File: config.mk
export PLATFORM = sky130hd
export DESIGN_NAME = glb_pe_feeder
export DESIGN_NICKNAME = d
export VERILOG_FILES = /design/src/rtl/glb_pe_feeder.sv
export SDC_FILE = /design/constraint.sdc
export NUM_CORES = 1
export LEC_CHECK = 0
export CAP_MARGIN = 20
export CORE_AREA = 5 5 143 248
export DETAILED_ROUTE_END_ITERATION = 8
export DIE_AREA = 0 0 148 253
export SYNTH_ARGS = -nofsm -noshare
export SYNTH_HDL_FRONTEND = slang
export SYNTH_SLANG_ARGS = --single-unit
File: constraint.sdc
create_clock -name clk -period 2.4 [get_ports clk]
set_input_delay 0.36 -clock clk [delete_from_list [all_inputs] [get_ports clk]]
set_output_delay 0.36 -clock clk [all_outputs]
set_load 0.02 [all_outputs]
File: src/rtl/glb_pe_feeder.sv
// glb_pe_feeder: GLB-side GIN sender / GON receiver, one command at a time.
// Optional FEEDER_PERF_CNT_EN builds the backpressure stall counter.
module glb_pe_feeder #(
  parameter int DATA_SIZE = 32,
  parameter int ADDR_BITS = 12,
  parameter int LEN_BITS  = 10,
  parameter int XID_BITS  = 5,
  parameter int YID_BITS  = 3
) (
  input  logic                 clk,
  input  logic                 rst,
  input  logic                 cmd_valid,
  output logic                 cmd_ready,
  input  logic [1:0]           cmd_type,
  input  logic [ADDR_BITS-1:0] cmd_addr,
  input  logic [LEN_BITS-1:0]  cmd_len,
  input  logic [XID_BITS-1:0]  cmd_tag_X,
  input  logic [YID_BITS-1:0]  cmd_tag_Y,
  output logic                 done,
  output logic [XID_BITS-1:0]  tag_X,
  output logic [YID_BITS-1:0]  tag_Y,
  output logic                 GLB_ifmap_valid,
  output logic                 GLB_filter_valid,
  output logic                 GLB_ipsum_valid,
  input  logic                 GLB_ifmap_ready,
  input  logic                 GLB_filter_ready,
  input  logic                 GLB_ipsum_ready,
  output logic [DATA_SIZE-1:0] GLB_data_in,
  input  logic                 GLB_opsum_valid,
  output logic                 GLB_opsum_ready,
  input  logic [DATA_SIZE-1:0] GLB_data_out,
  output logic                 mem_ren,
  output logic [ADDR_BITS-1:0] mem_raddr,
  input  logic [DATA_SIZE-1:0] mem_rdata,
  output logic                 mem_wen,
  output logic [ADDR_BITS-1:0] mem_waddr,
  output logic [DATA_SIZE-1:0] mem_wdata,
  output logic [31:0]          stall_cnt
);
  typedef enum logic [1:0] {IDLE, SEND, RECV, DONE} state_t;
  state_t state;
  logic [1:0] typ;
  logic [ADDR_BITS-1:0] addr;
  logic [LEN_BITS-1:0] len, issued, sent, recvd;
  logic inflight, rp, wp;
  logic [1:0] occ;
  logic [DATA_SIZE-1:0] fifo [2];
  logic avail, send_v, act_ready, pop, pop_buf, push, opsum_hs;
  // A word returning from SRAM is offered straight away and only buffered if not taken.
  assign avail     = occ != 2'd0 || inflight;
  assign send_v    = state == SEND && avail;
  assign act_ready = typ == 2'd0 ? GLB_ifmap_ready : typ == 2'd1 ? GLB_filter_ready : GLB_ipsum_ready;
  assign pop       = send_v && act_ready;
  assign pop_buf   = pop && occ != 2'd0;
  assign push      = inflight && !(pop && occ == 2'd0);
  assign mem_ren   = state == SEND && issued != len && (occ + 2'(inflight)) < 2'd2;
  assign mem_raddr = addr + ADDR_BITS'(issued);
  assign GLB_data_in      = occ != 2'd0 ? fifo[rp] : inflight ? mem_rdata : '0;
  assign GLB_ifmap_valid  = send_v && typ == 2'd0;
  assign GLB_filter_valid = send_v && typ == 2'd1;
  assign GLB_ipsum_valid  = send_v && typ == 2'd2;
  assign GLB_opsum_ready  = state == RECV && recvd != len;
  assign opsum_hs         = GLB_opsum_valid && GLB_opsum_ready;
  assign done             = state == DONE;
  always_ff @(posedge clk or negedge rst) begin
    if (!rst) begin
      state     <= IDLE;
      cmd_ready <= 1'b0;
      typ       <= '0;
      addr      <= '0;
      len       <= '0;
      tag_X     <= '0;
      tag_Y     <= '0;
      issued    <= '0;
      sent      <= '0;
      recvd     <= '0;
      inflight  <= 1'b0;
      occ       <= '0;
      rp        <= 1'b0;
      wp        <= 1'b0;
      fifo[0]   <= '0;
      fifo[1]   <= '0;
      mem_wen   <= 1'b0;
      mem_waddr <= '0;
      mem_wdata <= '0;
    end else begin
      inflight <= mem_ren;
      if (mem_ren) issued <= issued + LEN_BITS'(1);
      if (push) begin
        fifo[wp] <= mem_rdata;
        wp       <= ~wp;
      end
      if (pop_buf) rp <= ~rp;
      occ <= occ + 2'(push) - 2'(pop_buf);
      if (pop) sent <= sent + LEN_BITS'(1);
      mem_wen <= opsum_hs;
      if (opsum_hs) begin
        mem_waddr <= addr + ADDR_BITS'(recvd);
        mem_wdata <= GLB_data_out;
        recvd     <= recvd + LEN_BITS'(1);
      end
      case (state)
        IDLE: begin
          cmd_ready <= 1'b1;
          if (cmd_valid && cmd_ready) begin
            typ       <= cmd_type;
            addr      <= cmd_addr;
            len       <= cmd_len;
            tag_X     <= cmd_tag_X;
            tag_Y     <= cmd_tag_Y;
            issued    <= '0;
            sent      <= '0;
            recvd     <= '0;
            cmd_ready <= 1'b0;
            state     <= cmd_len == '0 ? DONE : cmd_type == 2'd3 ? RECV : SEND;
          end
        end
        SEND: if (pop && sent + LEN_BITS'(1) == len) state <= DONE;
        RECV: if (recvd == len) state <= DONE;
        DONE: begin
          state     <= IDLE;
          cmd_ready <= 1'b1;
        end
        default: state <= IDLE;
      endcase
    end
  end
`ifdef FEEDER_PERF_CNT_EN
  logic [31:0] stall;
  always_ff @(posedge clk or negedge rst) begin
    if (!rst) stall <= '0;
    else if (state == IDLE && cmd_valid && cmd_ready) stall <= '0;
    else if (((send_v && !act_ready) || (state == RECV && !GLB_opsum_valid)) && stall != '1) stall <= stall + 32'd1;
  end
  assign stall_cnt = stall;
`else
  assign stall_cnt = '0;
`endif
endmodule

==> flow_summary_export.csv, run 1 <==
group,metric,value,unit
global_route,grt_max_degree,70,
drt,viasPerCell,4.76,
critical_path,crit_path_max_fanout,2,
critical_path,crit_path_top_delay_cell,"dfrtp_1",
critical_path,arrival,2710,ps
critical_path,cp_common_cell,"buf_4",
global_route,grt_first_pass_wirelength,44400,µm
cells_and_area,n_antenna_cell,0,
cells_and_area,drive_gt1_share,22.6,%
critical_path,start_kind,"flip-flop",
synth,ys_ff_latch,179,
power_and_ir_drop,p_leak,6.20,nW
worst_hold_path,hp-class,"in -> reg",
cells_and_area,utilization,40.4,%
cts,tritoncts,"done",
cts,cts.path.max_buffers,2,
placement,dp_hpwl,21300,µm
sta,slew_violations,0,
critical_path,crit_chain,"ha_4 -> fa_2 -> a21o_1 -> a21oi_2 -> o21bai_1 -> a2111oi_2 -> buf_4 -> or3_1 -> nand4_1 -> buf_4",
cts,worst_skew_pair.late_latency,440,ps
synth,synth_area_leader_cell,"dfrtp_1",
sta,finalSetupViolations,9,
drt,drt_pass1_iterations,4,
cts,cts_inserted_buffers,17,
floorplan,coreArea,0.0333,mm²
global_route,antenna_found_initial,0,
synth,synth_cell_types,60,
floorplan,die_area,0.0374,mm²
critical_path,cp_top_family,"compound AO/OA/AOI/OAI gates",
sta,rsz0062_at_grt,"yes",
synth,yosysTopAreaCellShare,45.7,%
global_route,grt_usage,15.2,%
synth,synth-edff-count,0,
sta,setup_tns,-3150,ps
synth,seq_area_frac_synth,45.7,%
sta,period_share,128,%
cts,h-tree-depth,4,
global_route,grt-ovfl-total,0,
power_and_ir_drop,power_density,1330,mW/mm²
critical_path,end_kind,"output port",
cts,root_buffer,"clkbuf_16",
cells_and_area,area_growth,36.9,%
cts,cts.sinks,179,
synth,syn_avg_cell_area,10.5,µm²
sta,finClkSkew,11.9,ps
floorplan,pin_count,239,
drt,via_count,7670,
synth,syn_area,0.00981,mm²
drt,ant_nets,0,
critical_path,critical_path_buf_inv_count,2,
placement,portBuffers,206,
sta,post-route-min-period,3070,ps
synth,synthCells,932,
synth,synth_flop_cell,"dfrtp_1",
global_route,grt_pass1_vias,8004,
placement,place_area,0.0127,mm²
run_status,violations,"negative setup slack",
sta,worst_pin_slew,885,ps
sta,relSlewSlack,39.4,%
drt,drt-wirelength-per-cell,17.6,µm
run_status,outcome,"finished with violations",
sta,hold_viol,0,
synth,yosys_warnings,0,
critical_path,crit_type,"reg -> out",
critical_path,cp.required,2040,ps
sta,fmax,0.325,GHz
floorplan,initial_utilization,29.5,%
sta,timing.final.ws_setup,-674,ps
placement,gp_congestion,0.829,
drt,drc,0,
power_and_ir_drop,vdd_drop_max,0.807,mV
synth,synth-async-reset-ratio,100,%
floorplan,rows,89,
drt,postRouteWirelength,28400,µm
synth,yosysMostFrequentCell,"dfrtp_1",
critical_path,max_stage_delay,410,ps
floorplan,die_w,148,µm
synth,synth_common_cells,"dfrtp_1, nand2_1, mux2_2",
synth,ys_top_cells_by_area,"dfrtp_1, mux2_2, nand2_1",
cells_and_area,fin_area,0.0134,mm²
cells_and_area,nNetsFinal,1325,
drt,drt_iter0_markers,212,
flow_run,cap_violations,0,
cts,cts.clk_slew.worst_paths,70,ps
floorplan,die_h,253,µm
==> layout make-up <==
cell class	count	area, µm²
fillers	3214	19900
multi-input cells	688	5080
flip-flops and latches	179	4490
repair buffers	287	2720
well taps	409	512
clock buffers	18	439
clock inverters	12	133
inverters	17	63.8
==> where the power goes <==
group	switching, W	total (W)	leakage (nW)	internal [W]
logic	0.00501	0.00974	3.71	0.00473
registers	0.000988	0.00533	2.21	0.00435
clock network	0.00124	0.00280	0.285	0.00156
total	0.00724	0.0179	6.20	0.0106
==> path summary, 6_finish.rpt <==
| kind | startpoint | end | slack, ps | cells past startpoint |
|---|---|---|---|---|
| hold reg to reg | tag_Y[2]$_DFFE_PN0P_ | tag_Y[2]$_DFFE_PN0P_ | 470 | 2 |
| max in group asynchronous | rst | mem_wdata[10]$_DFFE_PN0N_ | 1170 | 3 |
| hold / removal | cmd_addr[11] | addr[11]$_DFFE_PN0P_ | 440 | 3 |
| setup / recovery | issued[0]$_DFF_PN0_ | mem_raddr[10] | -670 | 10 |
| min in group asynchronous | rst | mem_wdata[22]$_DFFE_PN0N_ | 500 | 2 |
| setup reg to reg | addr[0]$_DFFE_PN0P_ | mem_waddr[8]$_DFFE_PN0N_ | 0 | 9 |
==> timing repair <==
item                       in CTS  in global routing
hold endpoints to repair       66                  0
buffers inserted                5                  4
setup endpoints to repair      49                 19
hold buffers                    1                  0
resized for setup             114                 37
pin swaps                      10                 17
==> kinds of logic (layout without fill, tap and decap cells) <==
| family | count (synthesis) | in the layout | synth area share, % |
|---|---|---|---|
| and+or+nand+nor | 302 | 302 | 14.1 |
| DFF | 179 | 179 | 45.7 |
| muxes | 135 | 135 | 16.3 |
| AOI/OAI and AO/OA | 110 | 110 | 7.03 |
| buffers and inverters | 96 | 334 | 5.71 |
| xor gates and xnor gates | 77 | 77 | 6.87 |
| adders and majority gates | 32 | 32 | 4.23 |
| other | 1 | 32 | 0.0382 |
==> per-stage QoR <==
step	total power [W]	setup slack, ps	cells	hold WS, ps
floorplan	0.0110	-80.7	963	64.4
global placement	0.0152	-633	1572	419
detailed placement	0.0154	-673	1572	429
CTS	0.0180	-747	1608	402
global route	0.0190	-814	1610	418
finish	0.0179	-674	1610	436
==> cells in the final DEF (no fill, tap or decap), drive strengths merged, types with 4 or more instances in the layout <==
master         instances
ha                    30
clkbuf                22
nand4                 11
inv                   19
nor3                  20
xnor2                 40
a21oi                 20
and3                   6
nand2b                 4
dlygate4sd2           31
nor4                   8
o211ai                 8
clkinv                 7
xor2                  37
or3                    7
clkdlybuf4s50        157
nand3                 50
mux2i                 35
buf                   91
nor2                  48
conb                  32
nor3b                  4
nand2                131
dfrtp                179
mux2                 100
or4                    4
a21o                   5
o21ai                 52
a31oi                  6
==> worst register-to-register path, stage by stage, from the launching register on <==
cell and delay (ps):
dfrtp_1 410, buf_4 160, ha_1 220, fa_1 390, a21oi_1 150, o21bai_1 100
a22o_1 230, o41ai_2 250, xor2_1 260, o21ai_0 110
==> sequential cells by signal (all words and copies together) (netlist names) <==
signal     count
occ            2
recvd         10
fifo          64
inflight       1
issued        10
wp             1
cmd_ready      1
sent          10
addr          12
tag_X          5
tag_Y          3
typ            2
mem_waddr     12
rp             1
state          2
len           10
mem_wdata     32
mem_wen        1
==> metal layers <==
| layer | wire [µm] | global-route usage, % | vias to the layer above |
|---|---|---|---|
| met5 | 0 | 0 | - |
| met1 | 10200 | 15.6 | 3774 |
| met2 | 15900 | 28.8 | 174 |
| li1 | - | - | 3666 |
| met3 | 1020 | 3.04 | 56 |
| met4 | 1290 | 7.77 | 0 |
Note: power is estimated with default switching activity, not from simulation.
==> run 2: changes to the inputs <==
--- a/config.mk
+++ b/config.mk
@@ -7,6 +7,7 @@
 export LEC_CHECK = 0
 export CAP_MARGIN = 20
 export CORE_AREA = 5 5 143 248
+export CTS_BUF_LIST = sky130_fd_sc_hd__clkbuf_4
 export DETAILED_ROUTE_END_ITERATION = 8
 export DIE_AREA = 0 0 148 253
 export SYNTH_ARGS = -nofsm -noshare
==> flow_summary_export.csv, run 2 (synthesis results as in run 1) <==
group,metric,value,unit
critical_path,endpoint,"mem_raddr[10]",
sta,worst_pin_slew,852,ps
placement,portBuffers,206,
critical_path,cp-startpoint,"addr[0]$_DFFE_PN0P_",
cells_and_area,fin_area,0.0135,mm²
critical_path,end_kind,"output port",
sta,finClkSkew,35.0,ps
power_and_ir_drop,p_leak,6.23,nW
cells_and_area,final_common_cell,"dfrtp_1",
global_route,grt_usage,15.4,%
cts,cts.path.max_buffers,2,
global_route,antenna_found_initial,1,
floorplan,initial_utilization,29.5,%
flow_run,cap_violations,0,
critical_path,r2r-start,"addr[0]$_DFFE_PN0P_",
cells_and_area,regMostFlops,"fifo",
cells_and_area,nNetsFinal,1359,
run_status,violations,"negative setup slack",
drt,drt_pass1_iterations,4,
cells_and_area,reg_top3,"fifo: 64 flops, mem_wdata: 32 flops",
sta,relSlewSlack,41.7,%
floorplan,pin_count,239,
cells_and_area,largest_reg_flops,64,
drt,drt_iter0_markers,219,
drt,viasPerCell,4.74,
cts,root_buffer,"clkbuf_4",
critical_path,r2r-end,"mem_waddr[8]$_DFFE_PN0N_",
cts,cts_inserted_buffers,17,
sta,timing.final.ws_setup,-882,ps
sta,setup_tns,-4930,ps
sta,post-route-min-period,3280,ps
sta,fmax,0.305,GHz
placement,place_area,0.0127,mm²
placement,dp_hpwl,21300,µm
critical_path,cp.required,2040,ps
drt,ant_nets,0,
power_and_ir_drop,vdd_drop_max,0.954,mV
critical_path,crit_type,"reg -> out",
floorplan,die_h,253,µm
placement,dp.cells,1572,
sta,rsz0062_at_grt,"yes",
placement,gp_congestion,0.829,
cells_and_area,area_growth,37.7,%
cells_and_area,final_cells,1645,
drt,postRouteWirelength,30000,µm
cells_and_area,final_cell_mix,"dfrtp_1, clkdlybuf4s50_1, nand2_1, buf_4, mux2_2",
cts,tritoncts,"done",
global_route,grt-ovfl-total,0,
worst_hold_path,hp-class,"in -> reg",
critical_path,arrival,2920,ps
floorplan,die_w,148,µm
sta,slew_violations,0,
drt,via_count,7800,
floorplan,rows,89,
sta,finalSetupViolations,10,
critical_path,r2r_slack,20,ps
cells_and_area,drive_gt1_share,29.3,%
global_route,grt_max_degree,70,
critical_path,crit_path_max_fanout,2,
drt,drc,0,
cts,worst_skew_pair.late_latency,620,ps
cells_and_area,utilization,40.6,%
drt,drt-wirelength-per-cell,18.3,µm
critical_path,start_kind,"flip-flop",
sta,hold_viol,0,
cts,cts.clk_slew.worst_paths,160,ps
floorplan,coreArea,0.0333,mm²
cts,h-tree-depth,4,
global_route,grt_first_pass_wirelength,45200,µm
placement,dp_slack,-673,ps
power_and_ir_drop,power_density,1310,mW/mm²
critical_path,r2r_cells,10,
cts,cts.sinks,179,
global_route,grt_pass1_vias,8160,
sta,period_share,137,%
run_status,outcome,"finished with violations",
floorplan,die_area,0.0374,mm²
[run 2: cell count changes in the layout (fill, tap and decap cells not counted), moves of 3 or more]
cell	previous run	this run
dlygate4sd2_1	31	2
buf_4	74	102
buf_2	2	29
o21ai_0	48	23
o21ai_1	2	25
clkbuf_4	0	17
clkbuf_16	17	3
dfrtp_1	174	161
dfrtp_2	4	17
buf_6	7	14
xnor2_1	37	33
xnor2_2	3	7
buf_8	0	3
[run 2: how the worst min path moves through the flow]
| stage | to | cells after the start | startpoint |
|---|---|---|---|
| finish | addr[11]$_DFFE_PN0P_ | 3 | cmd_addr[11] |
| global route | addr[11]$_DFFE_PN0P_ | 3 | cmd_addr[11] |
| CTS | tag_Y[0]$_DFFE_PN0P_ | 3 | cmd_tag_Y[0] |
| detailed placement | mem_wdata[13]$_DFFE_PN0N_ | 1 | rst |
| global placement | mem_wdata[13]$_DFFE_PN0N_ | 1 | rst |
| floorplan | addr[0]$_DFFE_PN0P_ | 0 | rst |
[run 2: stage by stage]
stage | hold slack [ps] | power [W]
finish | 238 | 0.0177
global route | 162 | 0.0188
CTS | 150 | 0.0175
detailed placement | 429 | 0.0154
global placement | 419 | 0.0152
floorplan | 64.4 | 0.0110
[run 2: final cells by class]
type                    instances  area (µm²)
clock buffers                  17         128
diodes                          1        2.50
well taps                     409         512
flip-flops and latches        179        4500
fillers                      3232       19800
clock inverters                13         136
inverters                      17        66.3
multi-input cells             688        5180
repair buffers                321        2990
[run 2: power by group]
part | internal, W | switching (W)
Clock | 0.000612 | 0.00112
Sequential | 0.00434 | 0.000957
Combinational | 0.00524 | 0.00540
Total | 0.0102 | 0.00749
[run 2: critical path: stages (launching register included)]
cell and delay, ps:
dfrtp_1 440, ha_4 180, fa_2 330, a21o_1 170, a21oi_2 170, o21bai_1 130
a2111oi_2 370, buf_4 180, or3_1 100, nand4_1 70, buf_4 170
[run 2: per-layer routing]
| layer | wire length (µm) | part of all wire, % | up-vias | GRT usage [%] |
|---|---|---|---|---|
| met5 | 0 | 0 | - | 0 |
| met4 | 1480 | 4.9 | 0 | 6.95 |
| met3 | 1140 | 3.8 | 54 | 3.46 |
| met2 | 17000 | 56 | 194 | 29.7 |
| met1 | 10400 | 35 | 3826 | 15.7 |
| li1 | - | - | 3726 | - |
[run 2: repair_timing]
action                                 in CTS  in global routing
gates cloned                                1                  4
gates resized for setup                   312                 53
endpoints found under the hold margin      66                  0
pin swaps                                  23                 34
setup buffers                              23                 18
hold buffers                                1                  0
setup endpoints to repair                  52                 45
